===== src/rtl/rv_pkg.sv =====
// Shared types and constants for the instruction-fetch front end.
// Latency: n/a (types, constants and a helper function only).
// Backpressure: n/a.
package rv_pkg;

    localparam int XLEN = 32;
    localparam logic [XLEN-1:0] NOP_INSTR = 32'h0000_0013;  // addi x0,x0,0

    // One IF/ID slot: what decode sees, and what the skid buffer holds.
    typedef struct packed {
        logic [XLEN-1:0] pc;
        logic [XLEN-1:0] instr;
        logic            valid;
        logic            misalign;
    } ifid_t;

    localparam ifid_t IFID_BUBBLE = '{pc: '0, instr: NOP_INSTR, valid: 1'b0, misalign: 1'b0};

    // The ROM is word addressed; drop the byte offset.
    function automatic logic [XLEN-1:0] word_align(input logic [XLEN-1:0] addr);
        return {addr[XLEN-1:2], 2'b00};
    endfunction

endpackage


===== src/rtl/if_fetch_if.sv =====
// Fetch-stage bus bundle: instruction ROM port plus the IF/ID hand-off to decode.
// Latency: n/a (wires only).
// Backpressure: decode drives stall/redirect; the fetch stage obeys them.
interface if_fetch_if;
    import rv_pkg::*;

    logic            imem_req;
    logic [XLEN-1:0] imem_addr;
    logic [XLEN-1:0] imem_rdata;
    logic            stall;
    logic            redirect;
    logic [XLEN-1:0] redirect_pc;
    logic [XLEN-1:0] pc_id;
    logic [XLEN-1:0] instr_id;
    logic            valid_id;
    logic            misalign_id;

    modport master (
        output imem_req, imem_addr, pc_id, instr_id, valid_id, misalign_id,
        input  imem_rdata, stall, redirect, redirect_pc
    );

    modport slave (
        input  imem_req, imem_addr, pc_id, instr_id, valid_id, misalign_id,
        output imem_rdata, stall, redirect, redirect_pc
    );

endinterface


===== src/rtl/fetch_skid.sv =====
// One-entry holding slot for a ROM response that lands while IF/ID is stalled.
// Latency: push visible on dat/vld the cycle after; pop/clear take effect next cycle.
// Backpressure: none internally; the fetch request gate guarantees it never overflows.
module fetch_skid
    import rv_pkg::*;
(
    input  logic  clk,
    input  logic  reset_n,
    input  logic  push,
    input  logic  pop,
    input  logic  clear,
    input  ifid_t push_dat,
    output logic  vld,
    output ifid_t dat
);

    logic  vld_q, vld_d;
    ifid_t dat_q, dat_d;

    // Clear wins (redirect flush); a push in the same cycle as a pop refills the slot.
    always_comb begin
        vld_d = vld_q;
        dat_d = dat_q;
        if (clear) begin
            vld_d = 1'b0;
        end else if (push) begin
            vld_d = 1'b1;
            dat_d = push_dat;
        end else if (pop) begin
            vld_d = 1'b0;
        end
    end

    // Slot storage.
    always_ff @(posedge clk or negedge reset_n) begin
        if (!reset_n) begin
            vld_q <= 1'b0;
            dat_q <= IFID_BUBBLE;
        end else begin
            vld_q <= vld_d;
            dat_q <= dat_d;
        end
    end

    assign vld = vld_q;
    assign dat = dat_q;

endmodule


===== src/rtl/if_fetch.sv =====
// Instruction fetch: drives a 1-cycle ROM and fills the IF/ID register for decode.
// Latency: request -> IF/ID two edges later; redirect costs one bubble; 1 instr/cycle steady.
// Backpressure: stall holds IF/ID, the in-flight response parks in a 1-entry skid.
module if_fetch
    import rv_pkg::*;
#(
    parameter logic [XLEN-1:0] RESET_PC = 32'h0000_0000
) (
    input  logic       clk,
    input  logic       reset_n,
    if_fetch_if.master bus
);

    logic [XLEN-1:0] fetch_pc_q, fetch_pc_d;
    logic            inflight_q, inflight_d;
    logic [XLEN-1:0] inflight_pc_q, inflight_pc_d;
    logic            inflight_mis_q, inflight_mis_d;
    ifid_t           ifid_q, ifid_d;

    logic            req;
    logic [XLEN-1:0] addr;
    ifid_t           resp;
    logic            skid_vld;
    ifid_t           skid_dat;
    logic            skid_push, skid_pop, skid_clear;

    // Request side: redirect always fetches; otherwise hold off while stalled or while
    // the skid is full with another response on the way (it would have nowhere to go).
    always_comb begin
        addr = bus.redirect ? word_align(bus.redirect_pc) : fetch_pc_q;
        req  = reset_n & (bus.redirect | (~bus.stall & ~(skid_vld & inflight_q)));

        fetch_pc_d     = fetch_pc_q;
        inflight_d     = 1'b0;
        inflight_pc_d  = inflight_pc_q;
        inflight_mis_d = inflight_mis_q;
        if (req) begin
            fetch_pc_d     = addr + 32'd4;
            inflight_d     = 1'b1;
            // Keep the unaligned redirect PC so decode sees the address it jumped to.
            inflight_pc_d  = bus.redirect ? bus.redirect_pc : fetch_pc_q;
            inflight_mis_d = bus.redirect & (bus.redirect_pc[1:0] != 2'b00);
        end
    end

    // IF/ID update: redirect flushes, stall holds (response to skid), else drain skid first.
    always_comb begin
        resp       = '{pc: inflight_pc_q, instr: bus.imem_rdata, valid: 1'b1,
                       misalign: inflight_mis_q};
        ifid_d     = ifid_q;
        skid_push  = 1'b0;
        skid_pop   = 1'b0;
        skid_clear = 1'b0;
        if (bus.redirect) begin
            ifid_d     = IFID_BUBBLE;
            skid_clear = 1'b1;
        end else if (bus.stall) begin
            skid_push = inflight_q;
        end else if (skid_vld) begin
            ifid_d    = skid_dat;
            skid_pop  = 1'b1;
            skid_push = inflight_q;
        end else if (inflight_q) begin
            ifid_d = resp;
        end else begin
            ifid_d = IFID_BUBBLE;
        end
    end

    // Fetch state and IF/ID register.
    always_ff @(posedge clk or negedge reset_n) begin
        if (!reset_n) begin
            fetch_pc_q     <= RESET_PC;
            inflight_q     <= 1'b0;
            inflight_pc_q  <= '0;
            inflight_mis_q <= 1'b0;
            ifid_q         <= IFID_BUBBLE;
        end else begin
            fetch_pc_q     <= fetch_pc_d;
            inflight_q     <= inflight_d;
            inflight_pc_q  <= inflight_pc_d;
            inflight_mis_q <= inflight_mis_d;
            ifid_q         <= ifid_d;
        end
    end

    fetch_skid u_skid (
        .clk      (clk),
        .reset_n  (reset_n),
        .push     (skid_push),
        .pop      (skid_pop),
        .clear    (skid_clear),
        .push_dat (resp),
        .vld      (skid_vld),
        .dat      (skid_dat)
    );

    assign bus.imem_req    = req;
    assign bus.imem_addr   = addr;
    assign bus.pc_id       = ifid_q.pc;
    assign bus.instr_id    = ifid_q.instr;
    assign bus.valid_id    = ifid_q.valid;
    assign bus.misalign_id = ifid_q.misalign;

endmodule


===== src/flat_wrapper.sv =====
// flat-port wrapper written by rule: the top's interface ports become plain ports
module if_fetch_flat import rv_pkg::*;
#(
    parameter logic [XLEN-1:0] RESET_PC = 32'h0000_0000
)
  (clk, reset_n, bus_imem_req, bus_imem_addr, bus_pc_id, bus_instr_id, bus_valid_id, bus_misalign_id, bus_imem_rdata, bus_stall, bus_redirect, bus_redirect_pc);
  if_fetch_if bus_i ();
  input  logic clk;
  input  logic reset_n;
  output wire logic [$bits(bus_i.imem_req)-1:0] bus_imem_req;
  output wire logic [$bits(bus_i.imem_addr)-1:0] bus_imem_addr;
  output wire logic [$bits(bus_i.pc_id)-1:0] bus_pc_id;
  output wire logic [$bits(bus_i.instr_id)-1:0] bus_instr_id;
  output wire logic [$bits(bus_i.valid_id)-1:0] bus_valid_id;
  output wire logic [$bits(bus_i.misalign_id)-1:0] bus_misalign_id;
  input wire logic [$bits(bus_i.imem_rdata)-1:0] bus_imem_rdata;
  input wire logic [$bits(bus_i.stall)-1:0] bus_stall;
  input wire logic [$bits(bus_i.redirect)-1:0] bus_redirect;
  input wire logic [$bits(bus_i.redirect_pc)-1:0] bus_redirect_pc;
  assign bus_imem_req = bus_i.imem_req;
  assign bus_imem_addr = bus_i.imem_addr;
  assign bus_pc_id = bus_i.pc_id;
  assign bus_instr_id = bus_i.instr_id;
  assign bus_valid_id = bus_i.valid_id;
  assign bus_misalign_id = bus_i.misalign_id;
  assign bus_i.imem_rdata = bus_imem_rdata;
  assign bus_i.stall = bus_stall;
  assign bus_i.redirect = bus_redirect;
  assign bus_i.redirect_pc = bus_redirect_pc;
  if_fetch #(.RESET_PC(RESET_PC)) u_core (.clk(clk), .reset_n(reset_n), .bus(bus_i));
endmodule

===== config.mk =====
export PLATFORM = sky130hd
export DESIGN_NAME = if_fetch_flat
export DESIGN_NICKNAME = d
export VERILOG_FILES = /design/src/rtl/rv_pkg.sv /design/src/rtl/if_fetch_if.sv /design/src/rtl/fetch_skid.sv /design/src/rtl/if_fetch.sv /design/src/flat_wrapper.sv
export SDC_FILE = /design/constraint.sdc
export NUM_CORES = 1
export LEC_CHECK = 0
export ABC_CLOCK_PERIOD_IN_PS = 4000
export CELL_PAD_IN_SITES_DETAIL_PLACEMENT = 1
export CELL_PAD_IN_SITES_GLOBAL_PLACEMENT = 2
export CORE_MARGIN = 4
export CORE_UTILIZATION = 30
export CTS_CLUSTER_DIAMETER = 30
export CTS_CLUSTER_SIZE = 14
export DETAILED_ROUTE_END_ITERATION = 8
export PLACE_DENSITY = 0.72
export SLEW_MARGIN = 20
export SYNTH_ARGS = -nofsm -noshare
export SYNTH_HDL_FRONTEND = slang
export SYNTH_SLANG_ARGS = --single-unit

===== constraint.sdc =====
create_clock -name clk -period 4 [get_ports clk]
set_input_delay 0.8 -clock clk [delete_from_list [all_inputs] [get_ports clk]]
set_output_delay 0.8 -clock clk [all_outputs]
set_load 0.01 [all_outputs]

## Yosys cells after proc, flatten, opt, wreduce, memory -nomap -nowiden

Index checks and enable logic that the tools add are counted.

| storage, ports and cells | value |
|---|---|
| register bits after elaboration | 199 |
| latch bits | 0 |
| bits in writable memories | 0 |
| ROM bits | 0 |
| memories kept | 0 |

| cells by class | value |
|---|---|
| add/sub/neg operators | 1 |
| multipliers | 0 |
| divide/modulo/power cells | 0 |
| $lt $le $gt $ge | 0 |
| equal/unequal tests | 1 |
| shift-type cells | 0 |
| mux-type cells | 17 |
| bitwise gates (word level) | 8 |
| reductions and logical operators | 3 |

Operator list:

| kind | count |
|---|---|
| $mux W66 | 4 |
| $mux W32 | 2 |
| $add A32 B3 Y32 const B | 1 |
| $mux W1 | 11 |
| $and A1 B1 Y1 | 4 |
| $not A1 Y1 | 3 |
| $reduce_bool A3 Y1 | 1 |
| $ne A2 B1 Y1 const B | 1 |
| $reduce_and A2 Y1 | 1 |
| $reduce_bool A2 Y1 | 1 |
| $or A1 B1 Y1 | 1 |

## Longest topological paths before layout

| depth | value |
|---|---|
| word-level depth | 6 |
| mapped depth | 11 |
| depth with buffers taken out | 7 |

## Modules after synthesis

A second synthesis with hierarchy kept.

| unflattened totals | value |
|---|---|
| cells, all modules | 919 |
| area, all modules | 9,596.7 um^2 |

By module, submodules not included:

| module | times used | cells an instance | area an instance (um^2) |
|---|---|---|---|
| if_fetch | 1 | 775 | 6,879.1 |
| fetch_skid | 1 | 144 | 2,717.6 |

## Worst setup path before layout

Ideal clock, no wire load.

| path | value |
|---|---|
| kind | input to register |
| start | in bus_redirect |
| end | reg u_core.fetch_pc_q[30] |
| library setup time | 0.095 ns |
| data arrival time | 2.968 ns |
| required time | 3.905 ns |
| slack | 0.936 ns |
| stages on the path | 11 |
| buffers on the path | 4 |
| path through | buf_6 buf_6 buf_2 buf_2 mux2_2 ha_1 nand4_2 a21oi_4 nand4_2 o31a_1 o31ai_1 |

| between the ends | value |
|---|---|
| word-level cells in the longest chain between the ends | 2 |

RTL lines:

| item | RTL line | RTL |
|---|---|---|
| start: declaration | flat_wrapper.sv:18 | `input wire logic [$bits(bus_i.redirect)-1:0] bus_redirect;` |
| $mux W32 | if_fetch.sv:30 | `addr = bus.redirect ? word_align(bus.redirect_pc) : fetch_pc_q;` |
| via bus_imem_addr[3] | flat_wrapper.sv:11 | `output wire logic [$bits(bus_i.imem_addr)-1:0] bus_imem_addr;` |
| $add A32 B3 Y32 | if_fetch.sv:38 | `fetch_pc_d = addr + 32'd4;` |
| end signal: assignment | if_fetch.sv:79 | `fetch_pc_q <= fetch_pc_d;` |
| end: declaration | if_fetch.sv:14 | `logic [XLEN-1:0] fetch_pc_q, fetch_pc_d;` |

The timed path passes the listed nets, and every way through them passes these cells.
A chain may end at the register's enable or synchronous reset.

## Worst setup path after layout

| path | value |
|---|---|
| start | in bus_redirect |
| end | out bus_imem_addr[14] |

| between the ends | value |
|---|---|
| word-level cells in the longest chain between the ends | 1 |

RTL lines:

| item | RTL line |
|---|---|
| $mux W32 | if_fetch.sv:30 |
| end: declaration | flat_wrapper.sv:11 |

Every way passes these cells.

==> impl_metrics.yaml <==
grt:
  antenna_found_initial: 1
  met3_usage_pct: 3.50
  first_global_vias: 7668
  grt_pass1_wl_um: 45100
  use_met2_pct: 25.7
  grt_use_total_pct: 16.8
  met1_usage_pct: 24.8
  gr-total-overflow: 0
  grt_most_used_layer: "met2"
  grt_start_max_net_pins: 76
flow_run:
  maxCapViolations: 0
floorplan:
  dieHeight_um: 185
  rows: 64
  initial_core_util_pct: 30.5
  fp.coreArea_um2: 30700
  io_pins: 167
  die_area_um2: 34200
  chipWidth_um: 185
logic_synthesis:
  synth_top_cell_area_share_pct: 51.4
  syn_avg_cell_area_um2: 10.2
  synth.top_cells.by_area: "dfrtp_1, mux2_2, nor2_1"
  synth-seq-area-share_pct: 53.1
  ys_types: 56
  synthesis.nets: 991
  ys_async_sr_fraction_pct: 100
  yosysMostFrequentCell: "dfrtp_1"
  ys_top_cells_by_count: "dfrtp_1, nor2_1, nand2_1"
  yosysTopAreaCell: "dfrtp_1"
  syn_area_um2: 9390
  synthCells: 922
  ys_warn_count: 0
  synth-edff-count: 0
  ys.flop_type: "dfrtp_1"
  ys_seq_elements: 199
setup_path:
  path_class: "input port to primary output"
  rr_endpoint: "u_core.fetch_pc_q[6]"
  r2r-start: "u_core.u_skid.vld"
  arrival_ns: 2.70
  critPathLaunchType: "input port"
  r2r_setup_slack_ns: 1.25
  critPathRequiredTime_ns: 3.20
  crit_fanout: 75
  r2r_cells: 6
  cp-end-kind: "primary output"
timing:
  max_freq_mhz: 285
  rsz0062_at_grt: "no"
  fin_crit_sh_pct: 87.6
  fin_worst_skew_ns: 0.0157
  hold_violations: 0
  setup_viol: 0
  timing.final.max_slew_violations: 0
  finalSetupTns_ns: 0
  tightest_slew_ns: 0.957
  slew_headroom_pct: 36.2
  min_period_ns: 3.50
finish:
  drive_gt1_share_pct: 13.9
  fin_cells: 1474
  finalCoreUtilization_pct: 39.1
  fill_cells: 3437
  area_delta_synth_final_pct: 28.1
  fin_nets: 1133
routing:
  routed_wl_um: 28200
  antenna_left: 0
  firstDrtPassIters: 4
  drcViolationCount: 0
  drtIter0Drc: 357
  routed_via_density: 5.08
  vias: 7494
  wl_per_cell_um: 19.1
placement:
  gp_congestion: 0.832
  port_buffers: 166
  place_inst: 1441
  detailed_place_hpwl_um: 19500
clock_tree:
  clockBufferDepth: 2
  cts_buffers: 17
  clock-sinks: 199
  clk_pin_slew_ns: 0.08
  cts_tree: "yes"
  htree_levels: 4
  cts-root-buf: "clkbuf_16"
  cts_resized: 0
  post_cts_buffers: 0
  clock_latency_ns: 0.45
  holdBufCountCts: 0
power_and_ir_drop:
  powerDensity_nw_per_um2: 445
  leakagePower_uw: 0.00522
  ir_drop_v: 0.000299
min_path:
  hold_class: "input port to asynchronous set/reset pin"
outcome:
  status: "finished clean"
## logic make-up after synthesis
kind of cell,count (synthesis),share of synthesized area (%)
DFF,199,53.1
adders and majority gates,1,0.133
and+or+nand+nor,285,14.1
xor gates and xnor gates,13,1.21
AOI/OAI and AO/OA,236,16.3
muxes,93,10.8
buffers and inverters,95,4.33
## power breakdown
part / total [uW] / internal [uW] / switching [uW]
clock network: 1700 / 855 / 844
registers: 2580 / 2350 / 234
logic: 1060 / 532 / 533
total: 5350 / 3730 / 1610
## sequential cells by signal (all words and copies together) (netlist names)
| name | cells |
|---|---|
| u_core.bus.instr_id | 32 |
| u_core.bus.misalign_id | 1 |
| u_core.bus.pc_id | 32 |
| u_core.bus.valid_id | 1 |
| u_core.fetch_pc_q | 32 |
| u_core.inflight_mis_q | 1 |
| u_core.inflight_pc_q | 32 |
| u_core.inflight_q | 1 |
| u_core.u_skid.dat | 66 |
| u_core.u_skid.vld | 1 |
## placed cells by master (no fill, tap or decap), types with 7 or more instances in the layout
cell and count:
dfrtp_1 192, clkdlybuf4s50_1 163, nor2_1 132, nand2_1 84, a21oi_1 78, mux2_2 67, a22oi_1 64, o21ai_0 42
inv_1 29, mux2i_1 26, buf_4 24, nand3_1 17, clkbuf_16 17, xnor2_1 12, nand4_1 9, o31ai_1 8
o211ai_1 7
## how the worst max path moves through the flow
stage / startpoint / to / slack, ns / depth (start not counted)
6_report: bus_redirect / bus_imem_addr[14] / 0.50 / 4
5_1_grt: bus_redirect / bus_imem_addr[14] / 0.31 / 4
4_1_cts: bus_redirect / bus_imem_addr[24] / 0.50 / 4
3_5_place_dp: bus_redirect / u_core.fetch_pc_q[30] / 0.44 / 8
3_3_place_gp: bus_redirect / u_core.fetch_pc_q[26] / 0.49 / 8
2_1_floorplan: bus_redirect / u_core.fetch_pc_q[30] / 0.94 / 11
## layer usage
metal	part of all wire [%]	wire, um
met1	50	14200
met2	44	12500
met4	0.76	215
met5	0.028	8
met3	4.3	1210
## area by class of cell
class / instances / area (um^2) / share of cell area, %
Inverter: 29 / 109 / 0.905
Clock inverter: 12 / 111 / 0.926
Timing Repair Buffer: 189 / 1850 / 15.4
Multi-Input combinational cell: 628 / 4010 / 33.4
Antenna cell: 1 / 2.50 / 0.0208
Sequential cell: 199 / 4990 / 41.5
Tap cell: 396 / 495 / 4.12
Clock buffer: 20 / 457 / 3.80
## worst max-delay path: stages
cell and delay (ns):
buf_4 0.69, mux2i_1 0.49, inv_1 0.15, clkdlybuf4s50_1 0.51
## metrics by stage
step           setup WS, ns  power, uW  hold WS (ns)  area, um^2
3_5_place_dp          0.436       3700         0.471       11500
2_1_floorplan         0.936       3170         0.435        9390
5_1_grt               0.313       5670         0.294       12000
6_report              0.497       5350         0.288       12000
4_1_cts               0.496       5430         0.281       12000
3_3_place_gp          0.490       3660         0.452       11500
Power figures use the tool's default switching activity.
